## src/rtl/ram_input_writer.sv

```systemverilog
// ram_input_writer: unpacks a byte stream LSB-first into single-bit RAM writes with an auto-incrementing address.
// Latency: handshake at edge M -> ram_we high for cycles M+1..M+BYTE_WIDTH; one byte per BYTE_WIDTH+1 cycles sustained.
// Backpressure: in_ready only in LOAD with start low; optional ones_count port under RAM_WRITER_POPCOUNT_EN.
module ram_input_writer #(
    parameter int ADDR_WIDTH = 10,
    parameter int BYTE_WIDTH = 8
) (
    input  logic                  clk,
    input  logic                  rst,
    input  logic                  start,
    input  logic [BYTE_WIDTH-1:0] in_data,
    input  logic                  in_valid,
    output logic                  in_ready,
    output logic                  ram_data,
    output logic [ADDR_WIDTH-1:0] ram_addr,
    output logic                  ram_we,
    output logic                  busy,
`ifdef RAM_WRITER_POPCOUNT_EN
    output logic                  done,
    output logic [ADDR_WIDTH:0]   ones_count
`else
    output logic                  done
`endif
);

    localparam int CNT_W = (BYTE_WIDTH > 1) ? $clog2(BYTE_WIDTH) : 1;
    localparam logic [CNT_W-1:0]      LAST_BIT  = CNT_W'(BYTE_WIDTH - 1);
    localparam logic [ADDR_WIDTH-1:0] LAST_ADDR = {ADDR_WIDTH{1'b1}};

    typedef enum logic [1:0] {
        S_IDLE  = 2'd0,
        S_LOAD  = 2'd1,
        S_SHIFT = 2'd2,
        S_DONE  = 2'd3
    } state_t;

    state_t                r_state;
    state_t                w_state_nxt;
    logic [ADDR_WIDTH-1:0] r_addr;
    logic [BYTE_WIDTH-1:0] r_shreg;
    logic [CNT_W-1:0]      r_bitcnt;

    logic w_in_ready;
    logic w_clr;     // start seen: restart the fill from address 0
    logic w_load;    // byte accepted into the shift register
    logic w_shift;   // one bit written this cycle

    // State register; reset and abort are handled through the next-state logic.
    always_ff @(posedge clk or posedge rst) begin
        if (rst) begin
            r_state <= S_IDLE;
        end else begin
            r_state <= w_state_nxt;
        end
    end

    // Next-state and datapath controls; start overrides everything else.
    always_comb begin
        w_state_nxt = r_state;
        w_in_ready  = 1'b0;
        w_clr       = 1'b0;
        w_load      = 1'b0;
        w_shift     = 1'b0;
        case (r_state)
            S_IDLE: begin
                if (start) begin
                    w_clr       = 1'b1;
                    w_state_nxt = S_LOAD;
                end
            end
            S_LOAD: begin
                w_in_ready = !start;
                if (start) begin
                    w_clr = 1'b1;
                end else if (in_valid) begin
                    w_load      = 1'b1;
                    w_state_nxt = S_SHIFT;
                end
            end
            S_SHIFT: begin
                if (start) begin
                    w_clr       = 1'b1;
                    w_state_nxt = S_LOAD;
                end else begin
                    w_shift = 1'b1;
                    if (r_bitcnt == LAST_BIT) begin
                        w_state_nxt = (r_addr == LAST_ADDR) ? S_DONE : S_LOAD;
                    end
                end
            end
            S_DONE: begin
                if (start) begin
                    w_clr       = 1'b1;
                    w_state_nxt = S_LOAD;
                end
            end
            default: begin
                w_state_nxt = S_IDLE;
            end
        endcase
    end

    // Address, shift register and bit counter; a restart discards any partial byte.
    always_ff @(posedge clk or posedge rst) begin
        if (rst) begin
            r_addr   <= '0;
            r_shreg  <= '0;
            r_bitcnt <= '0;
        end else if (w_clr) begin
            r_addr   <= '0;
            r_shreg  <= '0;
            r_bitcnt <= '0;
        end else if (w_load) begin
            r_shreg  <= in_data;
            r_bitcnt <= '0;
        end else if (w_shift) begin
            r_shreg  <= r_shreg >> 1;
            r_addr   <= r_addr + ADDR_WIDTH'(1);
            r_bitcnt <= r_bitcnt + CNT_W'(1);
        end
    end

`ifdef RAM_WRITER_POPCOUNT_EN
    logic [ADDR_WIDTH:0] r_ones;

    // Count ones actually written since the last start; frozen once the fill ends.
    always_ff @(posedge clk or posedge rst) begin
        if (rst) begin
            r_ones <= '0;
        end else if (w_clr) begin
            r_ones <= '0;
        end else if (w_shift && r_shreg[0]) begin
            r_ones <= r_ones + (ADDR_WIDTH + 1)'(1);
        end
    end

    assign ones_count = r_ones;
`endif

    // RAM port and status decode purely from registered state.
    assign ram_we   = (r_state == S_SHIFT);
    assign ram_data = (r_state == S_SHIFT) ? r_shreg[0] : 1'b0;
    assign ram_addr = r_addr;
    assign busy     = (r_state == S_LOAD) || (r_state == S_SHIFT);
    assign done     = (r_state == S_DONE);
    assign in_ready = w_in_ready;

endmodule

```

## config.mk

```make
export PLATFORM = sky130hd
export DESIGN_NAME = ram_input_writer
export DESIGN_NICKNAME = d
export VERILOG_FILES = /design/src/rtl/ram_input_writer.sv
export SDC_FILE = /design/constraint.sdc
export NUM_CORES = 1
export LEC_CHECK = 0
export ABC_AREA = 1
export CAP_MARGIN = 20
export CELL_PAD_IN_SITES_DETAIL_PLACEMENT = 1
export CELL_PAD_IN_SITES_GLOBAL_PLACEMENT = 1
export CORE_ASPECT_RATIO = 2
export CORE_UTILIZATION = 39
export DETAILED_ROUTE_END_ITERATION = 12
export PLACE_DENSITY = 0.9
export SETUP_SLACK_MARGIN = 0.05
export SLEW_MARGIN = 5
export SYNTH_ARGS = -nofsm -noshare
export SYNTH_HDL_FRONTEND = slang
export SYNTH_SLANG_ARGS = --single-unit
```

## constraint.sdc

```tcl
create_clock -name clk -period 3 [get_ports clk]
set_input_delay 0.6 -clock clk [delete_from_list [all_inputs] [get_ports clk]]
set_output_delay 0.6 -clock clk [all_outputs]
set_load 0.02 [all_outputs]
```

==> results.yml <==
final_layout:
  drive_above_1_share_pct: 5.76
  fill_cells: 374
  post-route-util_pct: 52.6
  antenna_cells: 0
  nets: 210
  final_cell_mix: "53 x nand2_1, 26 x clkdlybuf4s50_1, 23 x dfrtp_1, 19 x nor2_1, 18 x inv_1"
  final_common_cell: "nand2_1"
  syn_to_final_growth_pct: 25.4
timing:
  fin_setup_tns_ns: 0
  whs_ns: 0.490
  setup_slack_ns: 0.575
  finalCritPeriodShare_pct: 80.8
  fmax_ghz: 0.412
  setup_viol: 0
  rsz0062_at_grt: "false"
  hold_viol: 0
  skew_ns: 0.00726
  worstMarginPinSlew_ns: 0.888
  min_period_ns: 2.42
  maxSlewViolCount: 0
  relSlewSlack_pct: 40.7
synthesis:
  ys_seq_elements: 23
  async_flop_share_pct: 100
  yosysWarnings: 0
  synth_cells: 163
  synth.cell_area_um2: 1260
  synth-compound-area-share_pct: 8.71
  synth_simple_gate_area_share_pct: 31.5
  synth_mux_area_share_pct: 0
  synth_nets: 181
  ys_types: 20
  synth_xor_area_share_pct: 0
  synth-edff-count: 0
  synth-adder-area-share_pct: 5.94
  synth_top_family_by_area: "simple AND/OR/NAND/NOR gates"
  synthFlopType: "dfrtp_1"
  yosysSeqAreaShare_pct: 45.5
  syn_avg_cell_area_um2: 7.75
die:
  dieArea_um2: 3490
  num_io_pins: 27
  die_w_um: 42.3
  core_area_um2: 3010
  initial_core_util_pct: 41.9
  chipHeight_um: 82.5
  rows: 28
clocking:
  cts-buffers-inserted: 3
  cts_setup_buffers: 0
  ctsHoldBuffers: 0
  cts_resized: 0
  htreeDepth: 1
  clk_pin_slew_worst_paths_ns: 0.08
  clockRootBuffer: "clkbuf_8"
  cts_tree: "done"
  clk-insertion-delay-late_ns: 0.26
  cts_sinks: 23
  cts_buffer_depth: 2
power_and_ir_drop:
  p_per_area_nw_per_um2: 672
  leakagePower_nw: 0.764
  irDropWorstVdd_uv: 402
flow_run:
  maxCapViolCount: 0
grt:
  grt_pass1_wl_mm: 5.87
  grt_util_all_layers_pct: 21.8
  grt_pass1_vias: 1365
  grt_max_degree: 24
  antenna_found_initial: 0
  grt-ovfl-total: 0
place:
  dp_hpwl_mm: 2.60
  pre_cts_ws_ns: 0.558
  globalplace.congestion: 0.815
  io_buffers: 26
drt:
  routedWlPerCell_um: 14.5
  vias: 1176
  dr.first_iter.drc_count: 17
  vias_per_cell: 5.32
  dr.pass1.iters: 3
  postRouteAntennaNets: 0
  routed_wl_mm: 3.20
  drc: 0
min_path:
  hold_path_class: "flop to flop"
critical_path:
  cp.arrival_ns: 1.82
  end_kind: "output port"
  crit_fanout: 4
  critPathRequiredTime_ns: 2.40
  crit_type: "input pin to output port"
  startpoint_type: "input pin"
status:
  status: "complete, no violations"
[stage by stage]
stage | total power [mW] | cells | instance area [µm²]
6_report | 1.07 | 221 | 1590
5_1_grt | 1.14 | 221 | 1590
4_1_cts | 1.08 | 221 | 1590
3_5_place_dp | 0.883 | 217 | 1540
3_3_place_gp | 0.852 | 217 | 1540
2_1_floorplan | 0.705 | 163 | 1260
[cell families (layout without fill, tap and decap cells)]
family / after synthesis / in the layout
AO/OA/AOI/OAI: 17 / 17
flip-flops: 23 / 23
AND/OR/NAND/NOR: 93 / 93
adder cells (fa/ha/maj): 6 / 6
buffers and inverters: 24 / 52
[area by class of cell]
type	instances	area [µm²]	area share, %
clock inverter	1	5.00	0.316
sequential	23	576	36.3
tap	30	37.5	2.37
inverter	22	82.6	5.21
multi-input combinational	116	583	36.8
timing repair buffer	26	260	16.4
clock buffer	3	41.3	2.60
[where the power goes]
part	switching (mW)	total, mW	internal [mW]
Combinational	0.285	0.462	0.177
Clock	0.0971	0.190	0.0926
Sequential	0.0486	0.414	0.365
[cells in the mapped netlist, types with 3 or more instances]
library cell / instances / area share, %
nand4_1: 3 / 1.5
dfrtp_1: 23 / 46
a21oi_1: 3 / 1.2
inv_1: 18 / 5.3
ha_1: 6 / 5.9
nand2_1: 53 / 16
o21ai_0: 5 / 2.0
a22o_1: 3 / 2.1
inv_2: 4 / 1.2
nor2_1: 19 / 5.6
nand3_1: 14 / 5.5
[critical path, stage by stage]
cell and delay (ns):
clkdlybuf4s50_1 0.47, nor2_1 0.14, clkdlybuf4s50_1 0.61
[registers in the layout (all words and copies together) (netlist names)]
register	flops
r_bitcnt	3
r_state	2
ram_addr	10
r_shreg	8
[per-layer routing]
layer  track usage (%)  vias up  share of wire (%)
met1              22.0      560                 35
met4              11.3        0                2.8
met3              2.39       10                2.6
met2              42.6       31                 60
met5                 0        -                  0
li1                  -      575                  -
[path summary, 6_finish.rpt]
kind,startpoint,endpoint,slack [ns],cells past startpoint
min in group asynchronous,rst,r_shreg[4],0.82,2
min reg2reg,r_shreg[3],r_shreg[3],0.49,2
max in group asynchronous,rst,ram_addr[8],1.63,2
max reg2reg,r_state[0],ram_addr[4],1.45,9
min,r_shreg[3],r_shreg[3],0.49,2
max,start,in_ready,0.58,3
Note: power is estimated with default switching activity, not from simulation.
==> variant 1 (same settings) <==
The option `RAM_WRITER_POPCOUNT_EN` is turned on by a define.
--- a/src/rtl/ram_input_writer.sv
+++ b/src/rtl/ram_input_writer.sv
@@ -1,6 +1,8 @@
 // ram_input_writer: unpacks a byte stream LSB-first into single-bit RAM writes with an auto-incrementing address.
 // Latency: handshake at edge M -> ram_we high for cycles M+1..M+BYTE_WIDTH; one byte per BYTE_WIDTH+1 cycles sustained.
 // Backpressure: in_ready only in LOAD with start low; optional ones_count port under RAM_WRITER_POPCOUNT_EN.
+`define RAM_WRITER_POPCOUNT_EN
+
 module ram_input_writer #(
     parameter int ADDR_WIDTH = 10,
     parameter int BYTE_WIDTH = 8
Function (old outputs only; new: ones_count): kept (Yosys induction, for registers that start in step).
==> variant 1 against the original RTL <==
- clock power is 110% higher
- critical endpoint is now ram_data
- worst setup slack got worse by 160 ps
- synthesized area rose by 49%
- die area is 47% higher
- sequential cell count rose by 11
- non-clock buffer count up 13
- largest cell class unchanged
- worst hold slack improved by 9.5 ps
- clock skew shrank 1.4 ps
- critical path depth is 2 higher
- routed wire length is 54% higher
- sequential share of layout area down 1.1 points
- total power rose by 31%
- cell area rose by 52%
==> variant 1: results <==
[grt]
track_usage = 0.2215
grt_pass1_wl_um = 8487
grt_pass1_vias = 1926

[logic_synthesis]
synth_compound_area_frac = 0.08234
synthAdderAreaFrac = 0.04648
synthTopCellsByArea = dfrtp_1, nand2_1, inv_1
synth_fp_nets = 270
synthXorXnorAreaFrac = 0.004648
synth_cell_types = 28
ys_seq_area_frac = 0.4515

[timing]
tightest_slew_ps = 438.1
finClkSkew_ps = 5.828

[placement]
post-place-ws_ps = 632.9
port_buffers = 37
gp_congestion = 0.8336

[routing]
vias = 1801
firstDrtPassIters = 4
detail_route.wl_per_cell_um = 14.13

[final_layout]
n_fill_cell = 617
layout-drive-gt1-share = 0.07143
fin_nets = 312
largest_register_ffs = 11

[setup_path]
critPathMaxFanout = 6
crit_arrival_ps = 1990

[clock_network]
insertion_delay_ps = 290
cts_made_buffers = 5
htree_num_levels = 2

[power]
p_leak_uw = 0.001171

[worst_hold_path]
hold_path.class = reg2reg

[run_status]
status = finished, final reports clean
-- variant 1: cell types whose count changed after synthesis, sizes merged, moves of 2 or more --
cell / unedited run / this run
dfrtp: 23 / 34
a21oi: 3 / 8
nand3: 15 / 20
nor2: 19 / 29
nor3: 2 / 6
o21ai: 7 / 12
nand2: 54 / 79
buf: 2 / 4
inv: 22 / 38
-- variant 1: power by group --
| part | internal (uW) | total (uW) | switching, uW |
|---|---|---|---|
| sequential | 512 | 561 | 49.7 |
| combinational | 164 | 434 | 271 |
| clock | 232 | 403 | 171 |
-- variant 1: worst paths after layout --
path                                         from                 endpoint  slack, ps  cells after the start
min in group asynchronous                     rst   r_state[0]$_DFFE_PP0P_        700                      3
max in group asynchronous                     rst  ram_addr[6]$_DFFE_PP0P_       1980                      3
hold / removal             r_shreg[5]$_DFFE_PP0P_   r_shreg[4]$_DFFE_PP0P_        500                      2
hold reg to reg            r_shreg[5]$_DFFE_PP0P_   r_shreg[4]$_DFFE_PP0P_        500                      2
setup / recovery           r_state[0]$_DFFE_PP0P_                 ram_data        410                      5
setup reg to reg           r_state[0]$_DFFE_PP0P_  ram_addr[8]$_DFFE_PP0P_       1280                      9
-- variant 1: layout make-up --
type	instances	area share
clock buffer	8	0.04555
sequential	34	0.3520
tap	55	0.02847
inverter	38	0.05901
timing repair buffer	39	0.1594
multi-input combinational	175	0.3556
-- variant 1: cells by family (layout without fill, tap and decap cells) --
group / count (synthesis) / in the layout
AO/OA/AOI/OAI: 27 / 27
XOR/XNOR: 1 / 1
adder cells (fa/ha/maj): 7 / 7
buffers and inverters: 42 / 85
flip-flops: 34 / 34
AND/OR/NAND/NOR: 140 / 140
-- variant 1: metrics by stage --
stage / hold slack, ps / instances / total power (uW) / cell area, sq um
detailed placement: 478.8 / 341 / 1006 / 2307
finish: 499.2 / 349 / 1399 / 2417
floorplan: 452.4 / 251 / 839.0 / 1884
CTS: 504.9 / 349 / 1413 / 2417
global route: 525.0 / 349 / 1478 / 2417
global placement: 472.0 / 341 / 983.5 / 2307
-- variant 1: worst max-delay path, stage by stage, from the launching register on --
cell,delay [ps]
dfrtp_1,410
inv_1,80
ha_1,300
nand2_2,160
inv_1,130
clkdlybuf4s50_1,610
-- variant 1: metal layers --
layer,part of all wire,wire length (um),up-vias,global-route usage
met5,0,0,-,0
met2,0.58,2867,33,0.4271
li1,-,-,874,-
met3,0.018,88,14,0.03485
met1,0.37,1828,880,0.2104
met4,0.030,147,0,0.1175
==> variant 2 (config.mk and constraints unchanged) <==
Made on the original files. Re-encode `state_t` (4 states) as one-hot, 4 bits wide.
--- a/src/rtl/ram_input_writer.sv
+++ b/src/rtl/ram_input_writer.sv
@@ -27,11 +27,11 @@
     localparam logic [CNT_W-1:0]      LAST_BIT  = CNT_W'(BYTE_WIDTH - 1);
     localparam logic [ADDR_WIDTH-1:0] LAST_ADDR = {ADDR_WIDTH{1'b1}};
 
-    typedef enum logic [1:0] {
-        S_IDLE  = 2'd0,
-        S_LOAD  = 2'd1,
-        S_SHIFT = 2'd2,
-        S_DONE  = 2'd3
+    typedef enum logic [3:0] {
+        S_IDLE  = 4'b0001,
+        S_LOAD  = 4'b0010,
+        S_SHIFT = 4'b0100,
+        S_DONE  = 4'b1000
     } state_t;
 
     state_t                r_state;
Formal check against the unedited RTL: same outputs for any inputs over 10 cycles, from zero or initial values and one cycle with rst high; not proved beyond that.
==> variant 2 against the original RTL <==
- worst setup slack got worse by 140 ps
- clock skew decreased by 2.9 ps
- final cell count rose by 25%
- highest routed layer unchanged
- total power is 3.9% lower
- non-clock buffer count up 4
- cell area increased by 20%
- core utilization is 3.6 points lower
- routed wire length rose by 24%
- clock power is 9% higher
- synthesized area rose by 26%
- sequential cell count is 2 higher
==> variant 2: results <==
[grt]
grt_max_degree = 41
met1_usage = 0.2403
grt_pass1_wl_um = 6561
track_usage = 0.2038
antenna_found_initial = 0
grt_use_met2 = 0.3539
met3_usage = 0.01949

[logic_synthesis]
synth_cell_types = 26
synthTopCellsByCount = nand2_1, dfrtp_1, nand3_1
synth_fp_nets = 217
synthTopCellsByArea = dfrtp_1, nand2_1, nand4_1
ys_seq_area_frac = 0.3926

[clock_network]
root_buffer = clkbuf_8
clk_path_buf_depth = 2
path_clk_slew_ps = 90
htree_num_levels = 1

[setup_path]
critPathMaxFanout = 5
crit_arrival_ps = 1960

[routing]
firstDrtPassIters = 4
drtIter0Drc = 11
drt_wl_total_um = 3963
vias = 1489

[run_status]
status = finished, final reports clean

[timing]
finClkSkew_ps = 4.397
slew_headroom = 0.6834
fin_hold_ws_ps = 505.5

[final_layout]
layout-drive-gt1-share = 0.1416
n_antenna_cell = 0
fin_nets = 242
n_fill_cell = 500

[power]
p_leak_uw = 0.0009456
vdd_drop_max_uv = 320.9

[placement]
dp_hpwl_um = 2841
gp_congestion = 0.8043
## variant 2: cell count changes in the layout (fill, tap and decap cells not counted), sizes merged, moves of 4 or more
cell / unedited run / this run
nand4: 3 / 21
nand2: 54 / 66
nand3: 15 / 24
buf: 0 / 4
nor2: 19 / 14
o211ai: 1 / 7
## variant 2: worst paths after layout
check | startpoint | cells past startpoint | end | slack [ps]
max in group asynchronous | rst | 3 | r_state[0]$_DFFE_PP1P_ | 2010
worst min-delay path | r_state[0]$_DFFE_PP1P_ | 2 | r_state[0]$_DFFE_PP1P_ | 510
worst min register to register | r_state[0]$_DFFE_PP1P_ | 2 | r_state[0]$_DFFE_PP1P_ | 510
worst max-delay path | start | 3 | in_ready | 440
min in group asynchronous | rst | 3 | r_state[1]$_DFFE_PP0P_ | 690
worst max register to register | r_state[0]$_DFFE_PP1P_ | 7 | r_shreg[1]$_DFFE_PP0P_ | 1250
## variant 2: worst reg2reg max path, stage by stage (launching register included)
cell and delay [ps]:
dfstp_2 570, inv_2 50, nand2_2 110, nor2_8 80, nand2_1 360, inv_2 170, o211ai_1 220, nand2_1 80
## variant 2: cell type report
| class | instances | area [sq um] | share of cell area |
|---|---|---|---|
| multi-input combinational | 148 | 807.0 | 0.4235 |
| sequential | 25 | 626.9 | 0.3290 |
| timing repair buffer | 30 | 290.3 | 0.1523 |
| inverter | 19 | 71.32 | 0.03743 |
| tap | 51 | 63.81 | 0.03349 |
| clock buffer | 3 | 41.29 | 0.02167 |
| clock inverter | 1 | 5.005 | 0.002626 |
## variant 2: layer usage
| metal | routed length, um | vias to the layer above |
|---|---|---|
| met4 | 50 | 0 |
| li1 | - | 728 |
| met2 | 2273 | 19 |
| met1 | 1582 | 736 |
| met5 | 0 | - |
| met3 | 57 | 6 |
## variant 2: metrics by stage
stage	std cells	util	power [uW]	worst slack, ps	area, sq um
5_1_grt	277	0.4907	1084	362.4	1906
4_1_cts	277	0.4907	1038	416.3	1906
3_5_place_dp	273	0.4787	828.2	417.6	1859
3_3_place_gp	273	0.4787	813.0	432.9	1859
2_1_floorplan	202	-	759.8	1303	1597
6_report	277	0.4907	1023	435.8	1906
## variant 2: report_power, final
| group | total, uW | leakage [uW] | internal (uW) | switching (uW) |
|---|---|---|---|---|
| registers | 411 | 0.000342 | 375 | 36.2 |
| logic | 405 | 0.000578 | 139 | 266 |
| clock network | 207 | 0.0000255 | 93.2 | 114 |
| total | 1020 | 0.000946 | 607 | 416 |
## variant 2: logic make-up (layout without fill, tap and decap cells)
group / count (synthesis) / in the layout / share of synthesized area
simple gates: 131 / 131 / 0.4185
buf+inv: 29 / 53 / 0.1019
flops: 25 / 25 / 0.3926
compound gates: 14 / 14 / 0.06349
fa+ha+maj: 3 / 3 / 0.02351
